==> src/rtl/serial_adder_pkg.sv <==
// Shared definitions for the bit-serial adder controller.
// Holds the FSM state encoding and the default operand width.
package serial_adder_pkg;

  localparam int unsigned DEFAULT_WIDTH = 8;

  typedef enum logic [1:0] {
    IDLE = 2'd0,
    RUN  = 2'd1,
    DONE = 2'd2
  } state_e;

endpackage : serial_adder_pkg

==> src/rtl/full_adder.sv <==
// One-bit full adder used as the serial adder's per-bit datapath.
// Ports:
//   a, b  - operand bits
//   c     - carry-in
//   s     - sum bit
//   cout  - carry-out
module full_adder (
  input  logic a,
  input  logic b,
  input  logic c,
  output logic s,
  output logic cout
);

  assign s    = a ^ b ^ c;
  assign cout = (a & b) | (c & (a ^ b));

endmodule : full_adder

==> src/rtl/serial_adder_ctrl.sv <==
// Bit-serial adder controller: computes {cout,sum} = a + b + cin one bit per
// clock, LSB first, through a single full_adder instance.
// Optional feature macro: SERIAL_ADDER_SUB_EN adds input 'sub'; with sub=1 the
// block computes a + ~b + 1 (cin ignored), cout=1 meaning no borrow.
// Ports:
//   clk    - clock, rising edge
//   rst_n  - synchronous active-low reset
//   start  - begin an addition (accepted only in IDLE)
//   a, b   - WIDTH-bit operands, captured on accept
//   cin    - carry-in, captured on accept
//   sub    - subtract select (only with SERIAL_ADDER_SUB_EN)
//   busy   - high while bits are being processed
//   done   - one-cycle pulse when sum/cout are updated
//   sum    - registered result
//   cout   - registered final carry-out
module serial_adder_ctrl
  import serial_adder_pkg::*;
#(
  parameter int unsigned WIDTH = DEFAULT_WIDTH
) (
  input  logic             clk,
  input  logic             rst_n,
  input  logic             start,
  input  logic [WIDTH-1:0] a,
  input  logic [WIDTH-1:0] b,
  input  logic             cin,
`ifdef SERIAL_ADDER_SUB_EN
  input  logic             sub,
`endif
  output logic             busy,
  output logic             done,
  output logic [WIDTH-1:0] sum,
  output logic             cout
);

  localparam int unsigned CNT_W = $clog2(WIDTH) + 1;
  localparam int unsigned IDX_W = $clog2(WIDTH);

  state_e             state_q, state_d;
  logic [WIDTH-1:0]   a_q, a_d;
  logic [WIDTH-1:0]   b_q, b_d;
  logic [WIDTH-1:0]   res_q, res_d;
  logic [CNT_W-1:0]   cnt_q, cnt_d;
  logic               carry_q, carry_d;
  logic               busy_q, busy_d;
  logic               done_q, done_d;
  logic [WIDTH-1:0]   sum_q, sum_d;
  logic               cout_q, cout_d;

  logic [IDX_W-1:0]   bit_idx;
  logic               fa_a, fa_b, fa_s, fa_cout;

  // Counter never exceeds WIDTH-1 while indexing, so the low bits suffice.
  assign bit_idx = cnt_q[IDX_W-1:0];
  assign fa_a    = a_q[bit_idx];
  assign fa_b    = b_q[bit_idx];

  full_adder u_fa (
    .a    (fa_a),
    .b    (fa_b),
    .c    (carry_q),
    .s    (fa_s),
    .cout (fa_cout)
  );

  // State and datapath registers
  always_ff @(posedge clk) begin
    if (!rst_n) begin
      state_q <= IDLE;
      a_q     <= '0;
      b_q     <= '0;
      res_q   <= '0;
      cnt_q   <= '0;
      carry_q <= 1'b0;
      busy_q  <= 1'b0;
      done_q  <= 1'b0;
      sum_q   <= '0;
      cout_q  <= 1'b0;
    end else begin
      state_q <= state_d;
      a_q     <= a_d;
      b_q     <= b_d;
      res_q   <= res_d;
      cnt_q   <= cnt_d;
      carry_q <= carry_d;
      busy_q  <= busy_d;
      done_q  <= done_d;
      sum_q   <= sum_d;
      cout_q  <= cout_d;
    end
  end

  // Next-state, datapath and registered-output logic
  always_comb begin
    state_d = state_q;
    a_d     = a_q;
    b_d     = b_q;
    res_d   = res_q;
    cnt_d   = cnt_q;
    carry_d = carry_q;
    busy_d  = 1'b0;
    done_d  = 1'b0;
    sum_d   = sum_q;
    cout_d  = cout_q;

    unique case (state_q)
      IDLE: begin
        if (start) begin
          a_d     = a;
          cnt_d   = '0;
`ifdef SERIAL_ADDER_SUB_EN
          // Subtraction as a + ~b + 1: invert B once at capture.
          b_d     = sub ? ~b : b;
          carry_d = sub ? 1'b1 : cin;
`else
          b_d     = b;
          carry_d = cin;
`endif
          state_d = RUN;
          busy_d  = 1'b1;
        end
      end

      RUN: begin
        res_d[bit_idx] = fa_s;
        carry_d        = fa_cout;
        cnt_d          = cnt_q + CNT_W'(1);
        if (cnt_q == CNT_W'(WIDTH - 1)) begin
          // Last bit: publish the full result in one step.
          state_d = DONE;
          done_d  = 1'b1;
          sum_d   = res_d;
          cout_d  = fa_cout;
        end else begin
          busy_d  = 1'b1;
        end
      end

      DONE: begin
        state_d = IDLE;
      end

      default: begin
        state_d = IDLE;
      end
    endcase
  end

  assign busy = busy_q;
  assign done = done_q;
  assign sum  = sum_q;
  assign cout = cout_q;

endmodule : serial_adder_ctrl
==> config.mk <==
export PLATFORM = sky130hd
export DESIGN_NAME = serial_adder_ctrl
export DESIGN_NICKNAME = d
export VERILOG_FILES = /design/src/rtl/serial_adder_pkg.sv /design/src/rtl/full_adder.sv /design/src/rtl/serial_adder_ctrl.sv
export SDC_FILE = /design/constraint.sdc
export NUM_CORES = 1
export LEC_CHECK = 0
export BUFFER_PORTS_ARGS = -buffer_cell sky130_fd_sc_hd__buf_2
export CORE_MARGIN = 2
export CORE_UTILIZATION = 35
export DETAILED_ROUTE_END_ITERATION = 10
export GPL_TIMING_DRIVEN = 1
export SYNTH_ARGS = -nofsm -noshare
export SYNTH_HDL_FRONTEND = slang
export SYNTH_SLANG_ARGS = --single-unit
==> constraint.sdc <==
create_clock -name clk -period 2.6 [get_ports clk]
set_clock_uncertainty 0.2 [all_clocks]
set_input_delay 0.39 -clock clk [delete_from_list [all_inputs] [get_ports clk]]
set_output_delay 0.39 -clock clk [all_outputs]
set_load 0.01 [all_outputs]
==> results of run 1 <==
[cells in the final DEF (no fill, tap or decap), types with 2 or more instances in the layout]
cell type  Yosys  final
nor2b_1        2      2
buf_4          1      4
nand2b_1       5      5
o211ai_1       5      5
and3b_1        2      2
clkbuf_1       6      2
o21ai_1        3      3
a21oi_1        2      2
nor3b_1        3      3
inv_1          4      4
dfxtp_1       42     41
mux2i_1       17     17
clkbuf_8       0      5
mux2_2         2      2
nor2_1         4      4
buf_2          5     30
nand3_1        2      2
a21boi_1      16     16
mux4_1         4      4
nand2_1       53     52
[critical path, cell delays in order (launching register included)]
cell and delay, ns:
dfxtp_2 0.39, mux4_1 0.57, mux2_2 0.29, fa_1 0.49, buf_4 0.17, mux2i_1 0.17
o21ai_1 0.07
[area by class of cell]
| type | count | area, µm² | share of cell area [%] |
|---|---|---|---|
| Clock buffer | 7 | 76.3 | 3.50 |
| Multi-Input combinational cell | 138 | 981 | 45.0 |
| Sequential cell | 42 | 842 | 38.6 |
| Tap cell | 70 | 87.6 | 4.01 |
| Inverter | 4 | 15.0 | 0.688 |
| Timing Repair Buffer | 34 | 180 | 8.26 |
[synthesized netlist by cell type (2+ instances only)]
cell type	number
mux4_1	4
nor2b_1	2
o21ai_1	3
o211ai_1	5
and3b_1	2
mux2_2	2
nor2_1	4
nand2_1	53
buf_2	5
mux2i_1	17
nand3_1	2
nand2b_1	5
a21oi_1	2
inv_1	4
clkbuf_1	6
nor3b_1	3
a21boi_1	16
dfxtp_1	42
[registers in the layout, indices dropped and copies added (netlist names)]
register and count:
state_q 2, res_q 8, busy 1, b_q 8, cnt_q 4, a_q 8
carry_q 1, cout 1, sum 8, done 1
[worst max-delay path by stage]
| stage | endpoint | from | cells past startpoint | slack, ns |
|---|---|---|---|---|
| after global routing | sum[7] | cnt_q[1] | 6 | 0.02 |
| after detailed placement | res_q[5] | cnt_q[1] | 5 | 0.01 |
| after CTS | res_q[5] | cnt_q[1] | 5 | 0.003 |
| final | sum[7] | cnt_q[1] | 6 | 0.13 |
| after floorplan | res_q[5] | cnt_q[1] | 6 | 0.15 |
| after global placement | res_q[5] | cnt_q[1] | 5 | 0.12 |
[cell families after synthesis]
group	after synthesis	synth area share, %
compound gates	33	12.4
fa+ha+maj	2	1.71
buf+inv	17	4.28
simple gates	80	21.7
flops	42	44.2
mux	23	15.7
[metrics by stage]
step / std cells / util [%] / setup WS (ns)
2_1_floorplan: 197 / - / 0.147
3_3_place_gp: 288 / 40.6 / 0.117
3_5_place_dp: 288 / 40.6 / 0.0112
4_1_cts: 295 / 42.1 / 0.00260
5_1_grt: 295 / 42.2 / 0.0202
6_report: 295 / 42.2 / 0.132
[power by group through the flow]
stage          registers, W  clock network [W]  logic (W)
6_report           0.000682           0.000393   0.000119
5_1_grt            0.000685           0.000435   0.000136
4_1_cts            0.000682           0.000402   0.000120
3_5_place_dp       0.000697                  0   0.000119
3_3_place_gp       0.000697                  0   0.000117
2_1_floorplan      0.000686                  0  0.0000907
[routing by layer]
layer | part of all wire (%) | track usage, % | vias to the layer above | routed length [µm]
li1 | - | - | 729 | -
met1 | 50 | 18.6 | 651 | 1880
met2 | 44 | 20.1 | 26 | 1640
met3 | 4.0 | 3.60 | 7 | 147
met4 | 1.4 | 4.82 | 0 | 52
met5 | 0 | 0 | - | 0
==> flow_summary_export.csv, run 1 <==
group,metric,value,unit
drt,drt-pass1-iter-count,4,
global_route,antenna_found_initial,0,
power,power_frac_comb,10.0,%
timing,grt_setup_unrepaired,"no",
global_route,grt_pass1_wl,6.44,mm
worst_setup_path,crit_arrival,2.45,ns
cts,ctsResizeCount,0,
cts,clockRootBuffer,"clkbuf_8",
timing,fmax,405,MHz
power,swShare,24.1,%
layout,layout.nets,247,
worst_setup_path,worst_setup_path_start_kind,"register",
drt,wl,3.72,mm
worst_setup_path,rrSetupSlack,0.13,ns
timing,min_period,2.47,ns
cts,clk_path_buf_depth,2,
drt,via_per_inst,4.79,
logic_synthesis,synth.distinct_cells,38,
global_route,grt_usage,13.4,%
global_route,grt_max_degree,27,
placed_design,placed_cell_area,2100,µm²
timing,setup_tns,0,ns
drt,drc,0,
drt,ant_nets,0,
timing,worst_pin_slew,0.578,ns
power,p_leak,0.943,nW
logic_synthesis,synth_top_area_share,44.2,%
layout,diodes,0,
placed_design,gp_congestion,0.754,
hold_path,hp-start,"a[7]",
cts,clock_latency,0.29,ns
worst_setup_path,r2r-start,"cnt_q[1]",
logic_synthesis,synth_edf_count,0,
cts,post-cts-setup-buffer-count,0,
power,p_sw,0.000288,W
timing,finalHoldWorstSlack,0.133,ns
timing,slew_headroom,61.5,%
cts,numCtsBuffers,5,
placed_design,dp_hpwl,2.62,mm
power,total_power,0.00119,W
power,p_int,0.000907,W
power,p_seq_share,57.1,%
timing,drv_slew,0,
drt,wl_per_cell,12.6,µm
floorplanning,start_util,36.7,%
worst_setup_path,criticalPathCategory,"reg2reg",
worst_setup_path,reg2reg_to,"sum[7]",
placed_design,io_buffers,30,
hold_path,holdPathEnd,"a_q[7]",
cts,cts-hold-fix-buffers,0,
logic_synthesis,ys_warn_count,0,
floorplanning,fp-row-count,26,
logic_synthesis,syn_nets,219,
cts,cts.sinks,42,
logic_synthesis,async_reset_ff_share,0,%
floorplanning,core-area,5170,µm²
hold_path,min-delay-path-class,"in2reg",
logic_synthesis,synth.avg_cell_area,9.65,µm²
flow_run,maxCapViolCount,0,
cts,clk_pin_slew,0.08,ns
worst_setup_path,cp_data_required_time,2.58,ns
logic_synthesis,ys_seq_elements,42,
timing,hold_violations,0,
global_route,grt_pass1_vias,1350,
logic_synthesis,synth_ff_type,"dfxtp_1",
logic_synthesis,yosys.area.top_type,"dfxtp_1",
timing,period_share,94.9,%
layout,area_growth,14.8,%
cts,htree_num_levels,2,
power,power_per_cell_area,548,nW/µm²
worst_setup_path,end_kind,"register",
layout,design_area,2180,µm²
logic_synthesis,yosysSeqAreaShare,44.2,%
drt,drt_iter0_markers,28,
worst_setup_path,reg2regPathDepth,6,
timing,setup_violations,0,
global_route,overflow,0,
run_status,outcome,"complete, no violations",
logic_synthesis,yosys-top-cells-area,"dfxtp_1 (44%), nand2_1 (10%), mux2i_1 (9.0%), a21boi_1 (6.3%), mux4_1 (5.5%)",
logic_synthesis,syn_area,1900,µm²
layout,final.fill_count,520,
hold_path,min_delay_path_depth,3,
floorplanning,dieArea,6040,µm²
layout,drive_gt1_share,21.8,%
floorplanning,die_h,77.7,µm
logic_synthesis,syn_inst,197,
worst_setup_path,cp_max_fo,5,
cts,cts_tree,"built",
floorplanning,io_pins,31,
drt,vias,1413,
floorplanning,fp.dieW,77.7,µm
power,peakVddDrop,0.000281,V
power,clock_power_share,32.9,%
Note: power is estimated with default switching activity, not from simulation.
==> run 2, diff against run 1 <==
Clock period 2.6 ns to 2.83 ns, I/O delays scaled along.
==> flow_summary_export.csv, run 2 (same netlist as run 1, synthesis figures left out) <==
group,metric,value,unit
worst_setup_path,reg2regPathDepth,5,
power,peakVddDrop,0.000245,V
layout,drive_gt1_share,20.9,%
worst_setup_path,crit_arrival,2.67,ns
hold_path,min_delay_path_depth,3,
flow_run,maxCapViolCount,0,
global_route,grt_max_degree,30,
worst_setup_path,rrSetupSlack,0.17,ns
placed_design,io_buffers,30,
floorplanning,dieArea,6040,µm²
drt,drc,0,
power,clock_power_share,38.9,%
global_route,antenna_found_initial,0,
worst_setup_path,cp_data_required_time,2.84,ns
layout,final_common_cell,"nand2_1",
drt,drt_iter0_markers,58,
layout,final.fill_count,537,
worst_setup_path,r2r-start,"cnt_q[1]",
timing,setup_tns,0,ns
power,p_sw,0.000272,W
floorplanning,die_h,77.7,µm
worst_setup_path,worst_setup_path_start_kind,"register",
cts,htree_num_levels,2,
global_route,overflow,0,
cts,cts.sinks,42,
floorplanning,core-area,5170,µm²
timing,setup_violations,0,
global_route,grt_pass1_vias,1349,
cts,cts_tree,"built",
cts,numCtsBuffers,5,
drt,via_per_inst,4.73,
layout,layout.nets,246,
cts,clockRootBuffer,"clkbuf_8",
worst_setup_path,cp_max_fo,8,
cts,cts-hold-fix-buffers,0,
hold_path,min-delay-path-class,"in2reg",
power,swShare,22.7,%
power,total_power,0.00119,W
power,power_per_cell_area,543,nW/µm²
cts,clk_pin_slew,0.08,ns
timing,worst_pin_slew,0.598,ns
hold_path,holdPathEnd,"a_q[7]",
timing,slew_headroom,60.1,%
timing,min_period,2.66,ns
worst_setup_path,criticalPathCategory,"reg2reg",
drt,wl_per_cell,12.3,µm
placed_design,dp_hpwl,2.57,mm
floorplanning,io_pins,31,
cts,post-cts-setup-buffer-count,0,
worst_setup_path,end_kind,"register",
power,p_seq_share,52.4,%
drt,ant_nets,0,
timing,grt_setup_unrepaired,"no",
floorplanning,fp.dieW,77.7,µm
power,p_int,0.000923,W
layout,final-instance-count-excl-fill,295,
power,power_frac_comb,8.7,%
placed_design,gp_congestion,0.769,
cts,ctsResizeCount,0,
cts,clk_path_buf_depth,2,
power,p_leak,0.951,nW
run_status,outcome,"complete, no violations",
global_route,grt_usage,13.1,%
timing,fmax,377,MHz
placed_design,placed_cell_area,2090,µm²
drt,drt-pass1-iter-count,4,
global_route,grt_pass1_wl,6.31,mm
layout,design_area,2200,µm²
floorplanning,fp-row-count,26,
placed_design,dp_cells,287,
layout,layout_common_cells,"nand2_1 (53), dfxtp_1 (42), buf_2 (30)",
timing,drv_slew,0,
hold_path,hp-start,"a[7]",
worst_setup_path,reg2reg_to,"res_q[5]",
floorplanning,start_util,36.7,%
drt,vias,1394,
timing,period_share,93.8,%
layout,area_growth,15.8,%
layout,diodes,0,
cts,clock_latency,0.29,ns
drt,wl,3.63,mm
timing,hold_violations,0,
==> run 2: cell count changes in the layout (fill, tap and decap cells not counted) <==
| cell | change |
|---|---|
| buf_4 | -1 |
| bufinv_16 | +1 |
| dfxtp_1 | +1 |
| dfxtp_2 | -1 |
| nand2_1 | +1 |
| nand2_2 | -1 |
==> run 2: how the worst max path moves through the flow <==
stage / startpoint / endpoint / slack [ns] / cells past startpoint
after floorplan: cnt_q[1] / res_q[5] / 0.38 / 6
after global placement: cnt_q[1] / res_q[5] / 0.24 / 5
after detailed placement: cnt_q[1] / res_q[5] / 0.15 / 5
after CTS: cnt_q[1] / res_q[5] / 0.14 / 5
after global routing: cnt_q[1] / res_q[5] / 0.07 / 5
final: cnt_q[1] / res_q[5] / 0.17 / 5
==> run 2: layout make-up <==
| cell class | instances | area [µm²] | share of cell area (%) |
|---|---|---|---|
| Inverter | 4 | 15.0 | 0.682 |
| Timing Repair Buffer | 33 | 173 | 7.85 |
| Clock inverter | 1 | 30.0 | 1.36 |
| Multi-Input combinational cell | 138 | 978 | 44.5 |
| Tap cell | 70 | 87.6 | 3.98 |
| Sequential cell | 42 | 841 | 38.2 |
| Clock buffer | 7 | 76.3 | 3.47 |
==> run 2: worst max-delay path, stage by stage (launching register included) <==
cell     delay (ns)
dfxtp_1        0.45
mux4_1         0.59
mux2_2         0.29
fa_1           0.60
nand2_1        0.20
o31ai_1        0.24
==> run 2: stage by stage <==
stage                     util (%)  hold WS [ns]  setup WS (ns)
after floorplan                  -         0.230          0.377
after global placement        40.5         0.242          0.238
after detailed placement      40.5         0.243          0.147
after CTS                     42.5         0.156          0.144
after global routing          42.5         0.161         0.0669
final                         42.5         0.159          0.174
==> run 2: power by group through the flow <==
stage / Sequential, W / Combinational [W] / Clock, W
2_1_floorplan: 0.000631 / 0.0000833 / 0
5_1_grt: 0.000630 / 0.000117 / 0.000496
3_5_place_dp: 0.000641 / 0.000106 / 0
3_3_place_gp: 0.000640 / 0.000104 / 0
4_1_cts: 0.000626 / 0.000106 / 0.000476
6_report: 0.000626 / 0.000104 / 0.000464
==> run 2: per-layer routing <==
metal | track usage [%] | vias up | routed length (µm)
met3 | 3.02 | 8 | 145
met5 | 0 | - | 0
met4 | 6.43 | 0 | 71
li1 | - | 728 | -
met2 | 20.4 | 24 | 1630
met1 | 16.8 | 634 | 1780
==> run 3, diff against run 2 <==
Settings changed: SYNTH_HIERARCHICAL set to 1.
==> flow_summary_export.csv, run 3 <==
group,metric,value,unit
run_status,outcome,"complete, no violations",
hold_path,min-delay-path-class,"in2reg",
logic_synthesis,synth_compound_area_share,16.4,%
cts,htree_num_levels,2,
timing,fin_ws,0.237,ns
cts,post-cts-setup-buffer-count,0,
global_route,grt_max_degree,27,
cts,cts.sinks,42,
worst_setup_path,cp_max_fo,13,
worst_setup_path,cp_data_required_time,2.84,ns
drt,wl,4.18,mm
power,total_power,0.00115,W
timing,setup_tns,0,ns
drt,wl_per_cell,13.4,µm
logic_synthesis,synth_commonest_cells,"nand2_1 (46), dfxtp_1 (42), a21oi_1 (37)",
logic_synthesis,synth.distinct_cells,45,
logic_synthesis,async_reset_ff_share,0,%
layout,area_growth,10.8,%
timing,grt_setup_unrepaired,"no",
timing,setup_violations,0,
logic_synthesis,synth_top_area_share,42.7,%
power,peakVddDrop,0.000195,V
flow_run,maxCapViolCount,0,
layout,layout.nets,262,
timing,hold_violations,0,
timing,period_share,91.6,%
layout,layout_common_cells,"nand2_1 (46), dfxtp_1 (42), a21oi_1 (37)",
drt,drt_iter0_markers,103,
power,p_leak,0.838,nW
cts,clk_path_buf_depth,2,
logic_synthesis,synth_fa_ha_area_share,1.65,%
logic_synthesis,synth_top_family_by_area,"simple AND/OR/NAND/NOR gates",
placed_design,dp_hpwl,2.90,mm
floorplanning,die_h,79.0,µm
cts,clockRootBuffer,"clkbuf_8",
layout,diodes,0,
logic_synthesis,syn_inst,217,
logic_synthesis,yosys-top-cells-area,"dfxtp_1 (43%), a21oi_1 (9.4%), nand2_1 (8.8%), mux4_2 (4.6%), buf_6 (3.4%)",
timing,finalHoldWorstSlack,0.161,ns
logic_synthesis,syn_area,1970,µm²
placed_design,dp_worst_setup_slack,0.235,ns
cts,clk_pin_slew,0.08,ns
floorplanning,fp-row-count,27,
floorplanning,io_pins,31,
timing,fmax,386,MHz
placed_design,gp_congestion,0.777,
layout,final_common_cell,"nand2_1",
global_route,grt_pass1_vias,1476,
floorplanning,dieArea,6240,µm²
cts,numCtsBuffers,5,
logic_synthesis,synth_xor_area_share,0,%
drt,drc,0,
cts,clock_latency,0.29,ns
timing,drv_slew,0,
drt,vias,1602,
logic_synthesis,ys_warn_count,6,
timing,slew_headroom,58.8,%
logic_synthesis,syn_nets,239,
global_route,grt_usage,14.2,%
worst_setup_path,worst_setup_path_start_kind,"register",
cts,cts_tree,"built",
worst_setup_path,end_kind,"register",
logic_synthesis,synth_ff_type,"dfxtp_1",
logic_synthesis,synth.avg_cell_area,9.06,µm²
floorplanning,start_util,35.9,%
logic_synthesis,synth-simple-area-share,23.2,%
layout,drive_gt1_share,24.1,%
logic_synthesis,yosysMostFrequentCell,"nand2_1",
drt,ant_nets,0,
cts,cts-hold-fix-buffers,0,
logic_synthesis,synth_edf_count,0,
placed_design,io_buffers,30,
global_route,grt_pass1_wl,7.01,mm
global_route,overflow,0,
global_route,antenna_found_initial,0,
logic_synthesis,ys_seq_elements,42,
timing,worst_pin_slew,0.618,ns
logic_synthesis,synthMuxAreaShare,7.63,%
floorplanning,core-area,5470,µm²
logic_synthesis,yosys.area.top_type,"dfxtp_1",
cts,ctsResizeCount,0,
drt,via_per_inst,5.12,
timing,min_period,2.59,ns
floorplanning,fp.dieW,79.0,µm
worst_setup_path,criticalPathCategory,"reg2reg",
drt,drt-pass1-iter-count,4,
power,power_per_cell_area,528,nW/µm²
worst_setup_path,crit_arrival,2.60,ns
logic_synthesis,yosysSeqAreaShare,42.7,%
==> run 3: path summary, 6_finish.rpt <==
| kind | cells past startpoint | to | from | slack [ns] |
|---|---|---|---|---|
| min | 3 | b_q[1] | b[1] | 0.16 |
| max | 7 | sum[5] | cnt_q[1] | 0.24 |
| min reg2reg | 2 | a_q[2] | a_q[2] | 0.26 |
| max reg2reg | 7 | sum[5] | cnt_q[1] | 0.24 |
==> run 3: final cells by class <==
type | instances | area [µm²]
clock buffers | 7 | 86.3
well taps | 72 | 90.1
repair buffers | 34 | 180
flip-flops and latches | 42 | 841
clock inverters | 1 | 5.00
inverters | 4 | 15.0
multi-input cells | 153 | 961
fillers | 570 | 3290
==> run 3: where the power goes <==
part           internal, W  total (W)  switching, W
Combinational    0.0000472   0.000124     0.0000771
Sequential        0.000611   0.000627     0.0000159
Clock             0.000197   0.000399      0.000202
==> run 3: cells by family (layout without fill, tap and decap cells) <==
logic type      after synthesis  in the layout
buf+inv                      22             46
compound gates               56             56
fa+ha+maj                     2              2
simple gates                 85             85
flops                        42             42
mux                          10             10
==> run 3: critical path, stage by stage (launching register included) <==
cell and delay, ns:
dfxtp_1 0.44, buf_4 0.24, mux4_2 0.31, nand2_1 0.08, nand2_1 0.07, fa_1 0.80
mux2i_1 0.13, a211oi_1 0.25
==> run 3: through the flow <==
stage / std cells / area (µm²) / util (%)
6_report: 313 / 2180 / 39.8
5_1_grt: 313 / 2180 / 39.8
4_1_cts: 313 / 2180 / 39.8
3_5_place_dp: 305 / 2090 / 38.1
3_3_place_gp: 305 / 2090 / 38.1
2_1_floorplan: 217 / 1970 / -
==> run 3: routing by layer <==
metal | vias up | share of wire [%] | global-route usage [%]
li1 | 804 | - | -
met2 | 23 | 47 | 22.7
met5 | - | 0 | 0
met1 | 767 | 49 | 19.2
met3 | 8 | 2.4 | 2.05
met4 | 0 | 1.6 | 6.21
